### config.mk
export PLATFORM = sky130hd
export DESIGN_NAME = ahb_mtx_slave_decoder
export DESIGN_NICKNAME = d
export VERILOG_FILES = /design/src/rtl/ahb_mtx_pkg.sv /design/src/rtl/ahb_mtx_resp_mux.sv /design/src/rtl/ahb_mtx_slave_decoder.sv
export SDC_FILE = /design/constraint.sdc
export NUM_CORES = 1
export LEC_CHECK = 0
export ABC_AREA = 0
export BUFFER_PORTS_ARGS = -buffer_cell sky130_fd_sc_hd__buf_2
export CAP_MARGIN = 20
export CORE_AREA = 2 2 85 87
export CTS_BUF_LIST = sky130_fd_sc_hd__clkbuf_2
export DETAILED_ROUTE_END_ITERATION = 8
export DIE_AREA = 0 0 87 89
export GPL_TIMING_DRIVEN = 0
export PLACE_DENSITY = 0.86
export SLEW_MARGIN = 20
export SYNTH_ARGS = -nofsm -noshare
export SYNTH_HDL_FRONTEND = slang
export SYNTH_SLANG_ARGS = --single-unit
### constraint.sdc
create_clock -name HCLK -period 2.25 [get_ports HCLK]
set_clock_uncertainty 0.05 [all_clocks]
set_input_delay 0.675 -clock HCLK [delete_from_list [all_inputs] [get_ports HCLK]]
set_output_delay 0.675 -clock HCLK [all_outputs]
set_load 0.05 [all_outputs]
### src/rtl/ahb_mtx_pkg.sv
// Shared AHB matrix definitions: transfer/response encodings and slave-count constants.
package ahb_mtx_pkg;

    localparam int unsigned NUM_SLV = 3;
    localparam int unsigned SEL_W   = NUM_SLV + 1;
    localparam int unsigned ADDR_W  = 32;
    localparam int unsigned DATA_W  = 32;
    localparam int unsigned RESP_W  = 2;

    typedef enum logic [1:0] {
        HTRANS_IDLE   = 2'b00,
        HTRANS_BUSY   = 2'b01,
        HTRANS_NONSEQ = 2'b10,
        HTRANS_SEQ    = 2'b11
    } htrans_e;

    typedef enum logic [1:0] {
        HRESP_OKAY  = 2'b00,
        HRESP_ERROR = 2'b01,
        HRESP_RETRY = 2'b10,
        HRESP_SPLIT = 2'b11
    } hresp_e;

    // Data-phase select pointing at the default slave (top bit of the one-hot).
    localparam logic [SEL_W-1:0] DSEL_DEF = {1'b1, {NUM_SLV{1'b0}}};

endpackage

### src/rtl/ahb_mtx_resp_mux.sv
// Data-phase response multiplexer: routes ready/response/read-data of the
// slave selected by the one-hot dsel back to the master.
module ahb_mtx_resp_mux
    import ahb_mtx_pkg::*;
(
    input  logic [SEL_W-1:0]          dsel,
    input  logic [SEL_W-1:0]          hreadyouts,
    input  logic [SEL_W*RESP_W-1:0]   hresps,
    input  logic [NUM_SLV*DATA_W-1:0] hrdatas,
    output logic                      hreadyout_c,
    output logic [RESP_W-1:0]         hresp_c,
    output logic [DATA_W-1:0]         hrdata_c
);

    // One-hot select; anything other than a real slave falls to the default slave.
    always_comb begin
        hreadyout_c = hreadyouts[3];
        hresp_c     = hresps[7:6];
        hrdata_c    = '0;
        case (dsel)
            4'b0001: begin
                hreadyout_c = hreadyouts[0];
                hresp_c     = hresps[1:0];
                hrdata_c    = hrdatas[31:0];
            end
            4'b0010: begin
                hreadyout_c = hreadyouts[1];
                hresp_c     = hresps[3:2];
                hrdata_c    = hrdatas[63:32];
            end
            4'b0100: begin
                hreadyout_c = hreadyouts[2];
                hresp_c     = hresps[5:4];
                hrdata_c    = hrdatas[95:64];
            end
            default: begin
                hreadyout_c = hreadyouts[3];
                hresp_c     = hresps[7:6];
                hrdata_c    = '0;
            end
        endcase
    end

endmodule

### src/rtl/ahb_mtx_slave_decoder.sv
// AHB matrix output-stage slave decoder: address decode to one-hot HSEL,
// registered data-phase select, response mux and unmapped-access capture.
// Optional macro AHB_MTX_DECODER_REMAP_EN adds a REMAP input that moves
// slave 0 to REMAP_BASE while asserted.
module ahb_mtx_slave_decoder
    import ahb_mtx_pkg::*;
#(
    parameter logic [31:0] S0_BASE    = 32'h0000_0000,
    parameter logic [31:0] S0_MASK    = 32'hF000_0000,
    parameter logic [31:0] S1_BASE    = 32'h2000_0000,
    parameter logic [31:0] S1_MASK    = 32'hF000_0000,
    parameter logic [31:0] S2_BASE    = 32'h4000_0000,
    parameter logic [31:0] S2_MASK    = 32'hFFFF_0000
`ifdef AHB_MTX_DECODER_REMAP_EN
    ,
    parameter logic [31:0] REMAP_BASE = 32'h2000_0000
`endif
) (
    input  logic                      HCLK,
    input  logic                      HRESETn,
`ifdef AHB_MTX_DECODER_REMAP_EN
    input  logic                      REMAP,
`endif
    input  logic [ADDR_W-1:0]         HADDR,
    input  logic [1:0]                HTRANS,
    input  logic                      HREADY,
    output logic [NUM_SLV-1:0]        HSEL,
    output logic                      HSELDEF,
    input  logic [SEL_W-1:0]          HREADYOUTS,
    input  logic [SEL_W*RESP_W-1:0]   HRESPS,
    input  logic [NUM_SLV*DATA_W-1:0] HRDATAS,
    output logic                      HREADYOUT,
    output logic [RESP_W-1:0]         HRESP,
    output logic [DATA_W-1:0]         HRDATA,
    input  logic                      ERR_CLR,
    output logic                      ERR_VALID,
    output logic [ADDR_W-1:0]         ERR_ADDR
);

    logic [ADDR_W-1:0]  s0_base;
    logic [NUM_SLV-1:0] hit;
    logic [SEL_W-1:0]   dsel;
    logic               htrans_act;
    logic               err_cap;

    // Effective slave 0 base, optionally remapped in the address phase.
    always_comb begin
`ifdef AHB_MTX_DECODER_REMAP_EN
        s0_base = REMAP ? REMAP_BASE : S0_BASE;
`else
        s0_base = S0_BASE;
`endif
    end

    // Per-slave region match.
    always_comb begin
        hit    = '0;
        hit[0] = (HADDR & S0_MASK) == s0_base;
        hit[1] = (HADDR & S1_MASK) == S1_BASE;
        hit[2] = (HADDR & S2_MASK) == S2_BASE;
    end

    // Priority encode to one-hot select; no match goes to the default slave.
    always_comb begin
        HSEL    = '0;
        HSELDEF = 1'b0;
        if (hit[0]) begin
            HSEL = 3'b001;
        end else if (hit[1]) begin
            HSEL = 3'b010;
        end else if (hit[2]) begin
            HSEL = 3'b100;
        end else begin
            HSELDEF = 1'b1;
        end
    end

    // Data-phase select advances only when the bus accepts the address phase.
    always_ff @(posedge HCLK or negedge HRESETn) begin
        if (!HRESETn) begin
            dsel <= DSEL_DEF;
        end else if (HREADY) begin
            dsel <= {HSELDEF, HSEL};
        end
    end

    ahb_mtx_resp_mux u_resp_mux (
        .dsel        (dsel),
        .hreadyouts  (HREADYOUTS),
        .hresps      (HRESPS),
        .hrdatas     (HRDATAS),
        .hreadyout_c (HREADYOUT),
        .hresp_c     (HRESP),
        .hrdata_c    (HRDATA)
    );

    // Active transfer and capture qualifier; a clear in the same cycle lets a new capture win.
    always_comb begin
        htrans_act = (HTRANS == HTRANS_NONSEQ) || (HTRANS == HTRANS_SEQ);
        err_cap    = HREADY && HSELDEF && htrans_act && (!ERR_VALID || ERR_CLR);
    end

    // Sticky capture of the first unmapped access address.
    always_ff @(posedge HCLK or negedge HRESETn) begin
        if (!HRESETn) begin
            ERR_VALID <= 1'b0;
            ERR_ADDR  <= '0;
        end else if (err_cap) begin
            ERR_VALID <= 1'b1;
            ERR_ADDR  <= HADDR;
        end else if (ERR_CLR) begin
            ERR_VALID <= 1'b0;
        end
    end

endmodule

* Word level (Yosys, flattened, before mapping)
Cells that the tools add are included.
W data, S select, Z words.
** Storage, ports and cells
- Register bits :: 37
- Input port bits :: 146
- Output and inout bits :: 72
- Logic and storage cells :: 29
** Cells by class
- Eq/ne operators :: 7
- Mux-type cells :: 11
- Reduce and logical (&&, ||, !) cells :: 8
** Operators by type and width (number)
- $pmux W32 S3 :: 1
- $logic_not A32 Y1 :: 1
- $eq A16 B15 Y1 const B :: 1
- $mux W3 :: 3
- $eq A4 B2 Y1 const B :: 2
- $pmux W2 S3 :: 1
- $mux W1 :: 5
- $eq A2 B2 Y1 const B :: 2
- $eq A4 B1 Y1 const B :: 1
- $eq A4 B3 Y1 const B :: 1
- $logic_and A1 B1 Y1 :: 3
- $pmux W1 S3 :: 1
- $logic_or A1 B1 Y1 :: 2
- $reduce_bool A2 Y1 :: 1
- $logic_not A1 Y1 :: 1

* Depth between registers and ports, before layout
- Depth after elaboration :: 8
- Gate-level depth with buffers :: 5

* By module
Synthesis repeated with hierarchy kept, for this count alone.
** Unflattened totals
- Cells, all modules :: 191
- Area total of the unflattened synthesis :: 2439.8 µm²
** Modules (own cells, without submodules)
- ahb_mtx_slave_decoder :: instances 1, cells each 89, area each 1624.1 µm²
- ahb_mtx_resp_mux :: instances 1, cells each 102, area each 815.8 µm²

* Worst setup path after synthesis
OpenSTA, ideal clock, no wires.
- Path kind :: reg-to-output
- Start point :: register dsel[1]
- End point :: output port HREADYOUT
- Arrival time :: 2.390 ns
- Data required time :: 1.525 ns
- Setup slack :: -0.865 ns
- Stages on the path, launching flop included :: 6
- Buffers on the path :: 2
- Path through :: dfrtp_1 > nor4b_1 > buf_2 > buf_2 > nor3_1 > a221oi_1
** Between the ends
- Word-level cells in the longest chain between the ends :: 2
** RTL lines
- start, declared :: line ahb_mtx_slave_decoder.sv:42 : logic [SEL_W-1:0] dsel;
- start signal, assigned :: line ahb_mtx_slave_decoder.sv:83 : dsel <= {HSELDEF, HSEL};
- $eq A4 B3 Y1, or another cell as far along :: line ahb_mtx_resp_mux.sv:20 : case (dsel)
- $pmux W1 S3 (*) :: line ahb_mtx_resp_mux.sv:20
- end, declared :: line ahb_mtx_slave_decoder.sv:32 : output logic HREADYOUT,
Every way passes the cells marked *; elsewhere a longest branch is shown, timed or not.

* Worst setup path after layout
- Start point :: register dsel[3]
- End point :: output port HRDATA[30]
** Between the ends
- Word-level cells in the longest chain between the ends :: 2
** RTL lines
- $eq A4 B3 Y1, or another cell as far along :: line ahb_mtx_resp_mux.sv:20
- $pmux W32 S3 (*) :: line ahb_mtx_resp_mux.sv:20
- end, declared :: line ahb_mtx_slave_decoder.sv:34 : output logic [DATA_W-1:0] HRDATA,
Marks and branches as above.

==> key figures <==
Status
  • Status: finished, violations left
  • Failing checks: DRC, setup timing

Worst setup path
  • Reg-to-Reg End: ERR_ADDR[3]$_DFFE_PN0P_
  • Kind of critical path: reg -> out
  • Critical path data required time: about 1500 ps
  • CP bufs+invs: 4
  • R2r startpoint: ERR_VALID$_DFFE_PN0P_
  • Arrival @ worst endpoint: roughly 2100 ps
  • FF-to-FF setup slack: slightly above 800 ps
  • Critical path endpoint category: output port
  • R2R cell count: 4
  • CP top delay family: flip-flops
  • CP max stage cell: dfstp_2
  • Top cell by count, worst path: buf_6
  • Cells along the critical path: nor4b_4 > buf_6 > buf_6 > a222oi_1 > inv_2 > buf_6
  • Crit path launch type: flip-flop
  • CP Max Fanout: 10
  • Slowest stage delay, CP: about 660 ps

Power
  • Comb power frac: 0.455
  • Clock power share: 0.181
  • Switching portion of total power: 0.4193
  • Power, Total: between 2 and 2.5 mW
  • Int Power: roughly 1.4 mW
  • Leakage: around 2.3 nW
  • Sw Pwr: around 0.99 mW
  • Maximum vdd drop: a little under 500 uV
  • Sequential share of power: 0.364
  • Pwr Density: 565.4 mW/mm^2

Drt
  • WL final: 9541 um
  • WL met3: roughly 800 um
  • DR WL met2: 4888 um
  • Residual DRC count: 2
  • Drt wl/cell: between 15 and 20 um
  • Top sig layer: met4
  • Via count: ~2600
  • Iter 0 DRT Violations: 269
  • Post-route ant nets: 0
  • Via density: 5.258
  • Pre-antenna DRT Iters: 9
  • M1 WL: roughly 3800 um

Placement
  • Pre-CTS setup slack: -415.3 ps
  • Count of input and output buffers: 216
  • Placed cells: about 480
  • Gpl congestion: slightly above 0.8
  • Final HPWL DP: 7005 um
  • Area after DPL: ~0.0035 mm^2

STA
  • Achievable clock frequency: about 0.35 GHz
  • Final Setup Violations: 36
  • Max_slew headroom: 0.4551
  • PnR worst setup slack: -591.6 ps
  • Tmin final: about 2800 ps
  • Slew @ Worst Pin: slightly above 800 ps
  • Final period util: 1.263
  • RSZ-0062 raised after global routing: true
  • Final count of pins violating max slew: 0
  • Final hold vios: 0
  • Setup Total Neg Slack: -17450 ps
  • Hold_ws: 290.7 ps

Yosys
  • Main combinational cell family by area after synthesis: multiplexers
  • Post-synthesis sequential area ratio: 0.4130
  • Complex-gate fraction of the synthesized area: 0.1717
  • XOR/XNOR Fraction of Synth Area: 0
  • Post-Synth Simple-Gate Area: 0.08027
  • Adder-Cell Fraction of Synth Area: 0
  • Cell count after synthesis: between 150 and 200
  • YS warnings: 0
  • Netlist Area Pre-Place: 0.002245 mm^2
  • Mean Syn Cell Area: around 12 um^2
  • Synthesized net count: roughly 330
  • Library cells used by synthesis: 26
  • Mux share of post-synthesis cell area: 0.2308
  • Synthesis-stage register bit count: 37

Layout
  • Commonest non-fill, non-tap cell in the layout: buf_2
  • Antenna fix cells: 0
  • Layout Utilization: 0.6205
  • Final Non-Filler Cells: around 500
  • Most frequent cells in the layout: buf_2 (171), buf_6 (46), dfrtp_1 (34)
  • Final instance area: ~0.0042 mm^2
  • Area growth, synth to finish: 85.73%
  • Share of layout cells above drive strength 1: 0.8125
  • Nets: between 500 and 600

GRT
  • Final global-route overflow total: 0
  • Vias in the first global route: 2492
  • Global-route wire length before repair: around 13000 um
  • GRT Total Usage: 0.2171
  • Maximum number of pins on one net before global-route repair: 38
  • Initial antenna violation count: 0

Floorplan
  • Initial Utilization: 0.3341
  • Core ar.: approximately 0.0067 mm^2
  • Chip width: between 80 and 90 um
  • Number of cell rows: 30
  • IO Count: 218
  • Die ar.: between 0.007 and 0.008 mm^2
  • Die Height: a little under 90 um

Clock tree
  • CTS tree: yes
  • Clock Root Buffer: clkbuf_2
  • Worst-Skew Late Latency: 360 ps
  • H-tree levels: 2
  • Clock-pin transition on the worst setup and hold timing paths: around 220 ps
  • TritonCTS buffer count: 5
  • Longest Clk Path Bufs: 2
  • Clock Sinks: 37

Flow run
  • Max-cap violations: 0

Min path
  • Worst min path class: in -> async
==> final cells by class <==
class	instances	area, um^2
fill	537	2550
timing repair buffer	228	1484
multi-input combinational	95	1284
sequential	37	929.6
buffer	13	168.9
inverter	35	131.4
tap	80	100.1
clock inverter	3	46.29
clock buffer	5	25.02
==> synth_stat cells <==
master / number / area share
a221oi_1: 3 / 0.012
a222oi_1: 32 / 0.14
a22oi_1: 3 / 0.010
a41oi_2: 1 / 0.0072
and2_1: 1 / 0.0028
and4_1: 1 / 0.0039
buf_12: 3 / 0.027
buf_2: 4 / 0.0089
clkbuf_1: 6 / 0.010
dfrtp_1: 36 / 0.40
dfstp_2: 1 / 0.012
inv_1: 35 / 0.059
mux2_1: 2 / 0.010
mux2_2: 4 / 0.020
mux2_4: 30 / 0.20
nand2_1: 1 / 0.0017
nand2b_1: 1 / 0.0028
nand3_1: 1 / 0.0022
nand4_4: 1 / 0.0095
nor3_1: 4 / 0.0089
nor4_1: 4 / 0.011
nor4b_1: 1 / 0.0039
nor4b_2: 1 / 0.0067
nor4b_4: 2 / 0.021
or2_1: 1 / 0.0028
or2_2: 1 / 0.0028
==> routing by layer <==
metal,GRT usage,vias to the layer above
met5,0,-
met4,0.03977,0
met3,0.05171,6
met2,0.3546,154
met1,0.2967,1272
li1,-,1176
==> power by group through the flow <==
stage,sequential (mW),combinational [mW],clock (mW)
final,0.858,1.07,0.427
after global routing,0.873,1.11,0.464
after CTS,0.856,1.07,0.443
after detailed placement,0.866,1.03,0
after global placement,0.858,1.01,0
after floorplan,1.28,0.280,0
==> state kept, by name, indices dropped and copies added (netlist names) <==
register and count:
ERR_VALID 1, dsel 4, ERR_ADDR 32
==> cells by family (layout without fill, tap and decap cells) <==
logic type | Yosys count | in the layout
AO/OA/AOI/OAI | 39 | 39
buffers and inverters | 48 | 284
flip-flops | 37 | 37
multiplexers | 36 | 36
AND/OR/NAND/NOR | 20 | 20
==> worst register-to-register path: cells and delay by family (launching register included) <==
kind | cells | cell delay, ps
flip-flops | 1 | 430
AND/OR/NAND/NOR | 2 | 350
multiplexers | 1 | 300
buffers and inverters | 1 | 220
==> repair_timing <==
| action | in CTS | in global routing |
|---|---|---|
| pin swaps | 39 | 19 |
| hold buffers | 0 | 0 |
| resized for setup | 131 | 2 |
| endpoints found under the setup margin | 38 | 37 |
| buffers inserted | 12 | 0 |
| cloned | 2 | 0 |
| hold endpoints to repair | 0 | 0 |
==> how the worst max path moves through the flow <==
stage	start	endpoint	slack [ps]	depth (start not counted)
2_1_floorplan	dsel[0]$_DFFE_PN0P_	HRESP[0]	-130	4
3_3_place_gp	HADDR[25]	HSEL[2]	-390	4
3_5_place_dp	dsel[0]$_DFFE_PN0P_	HRDATA[28]	-420	5
4_1_cts	dsel[3]$_DFFE_PN1P_	HRDATA[28]	-620	6
5_1_grt	dsel[3]$_DFFE_PN1P_	HRDATA[28]	-700	6
6_report	dsel[3]$_DFFE_PN1P_	HRDATA[30]	-590	6
No activity file was read; power rests on OpenSTA's default activity.
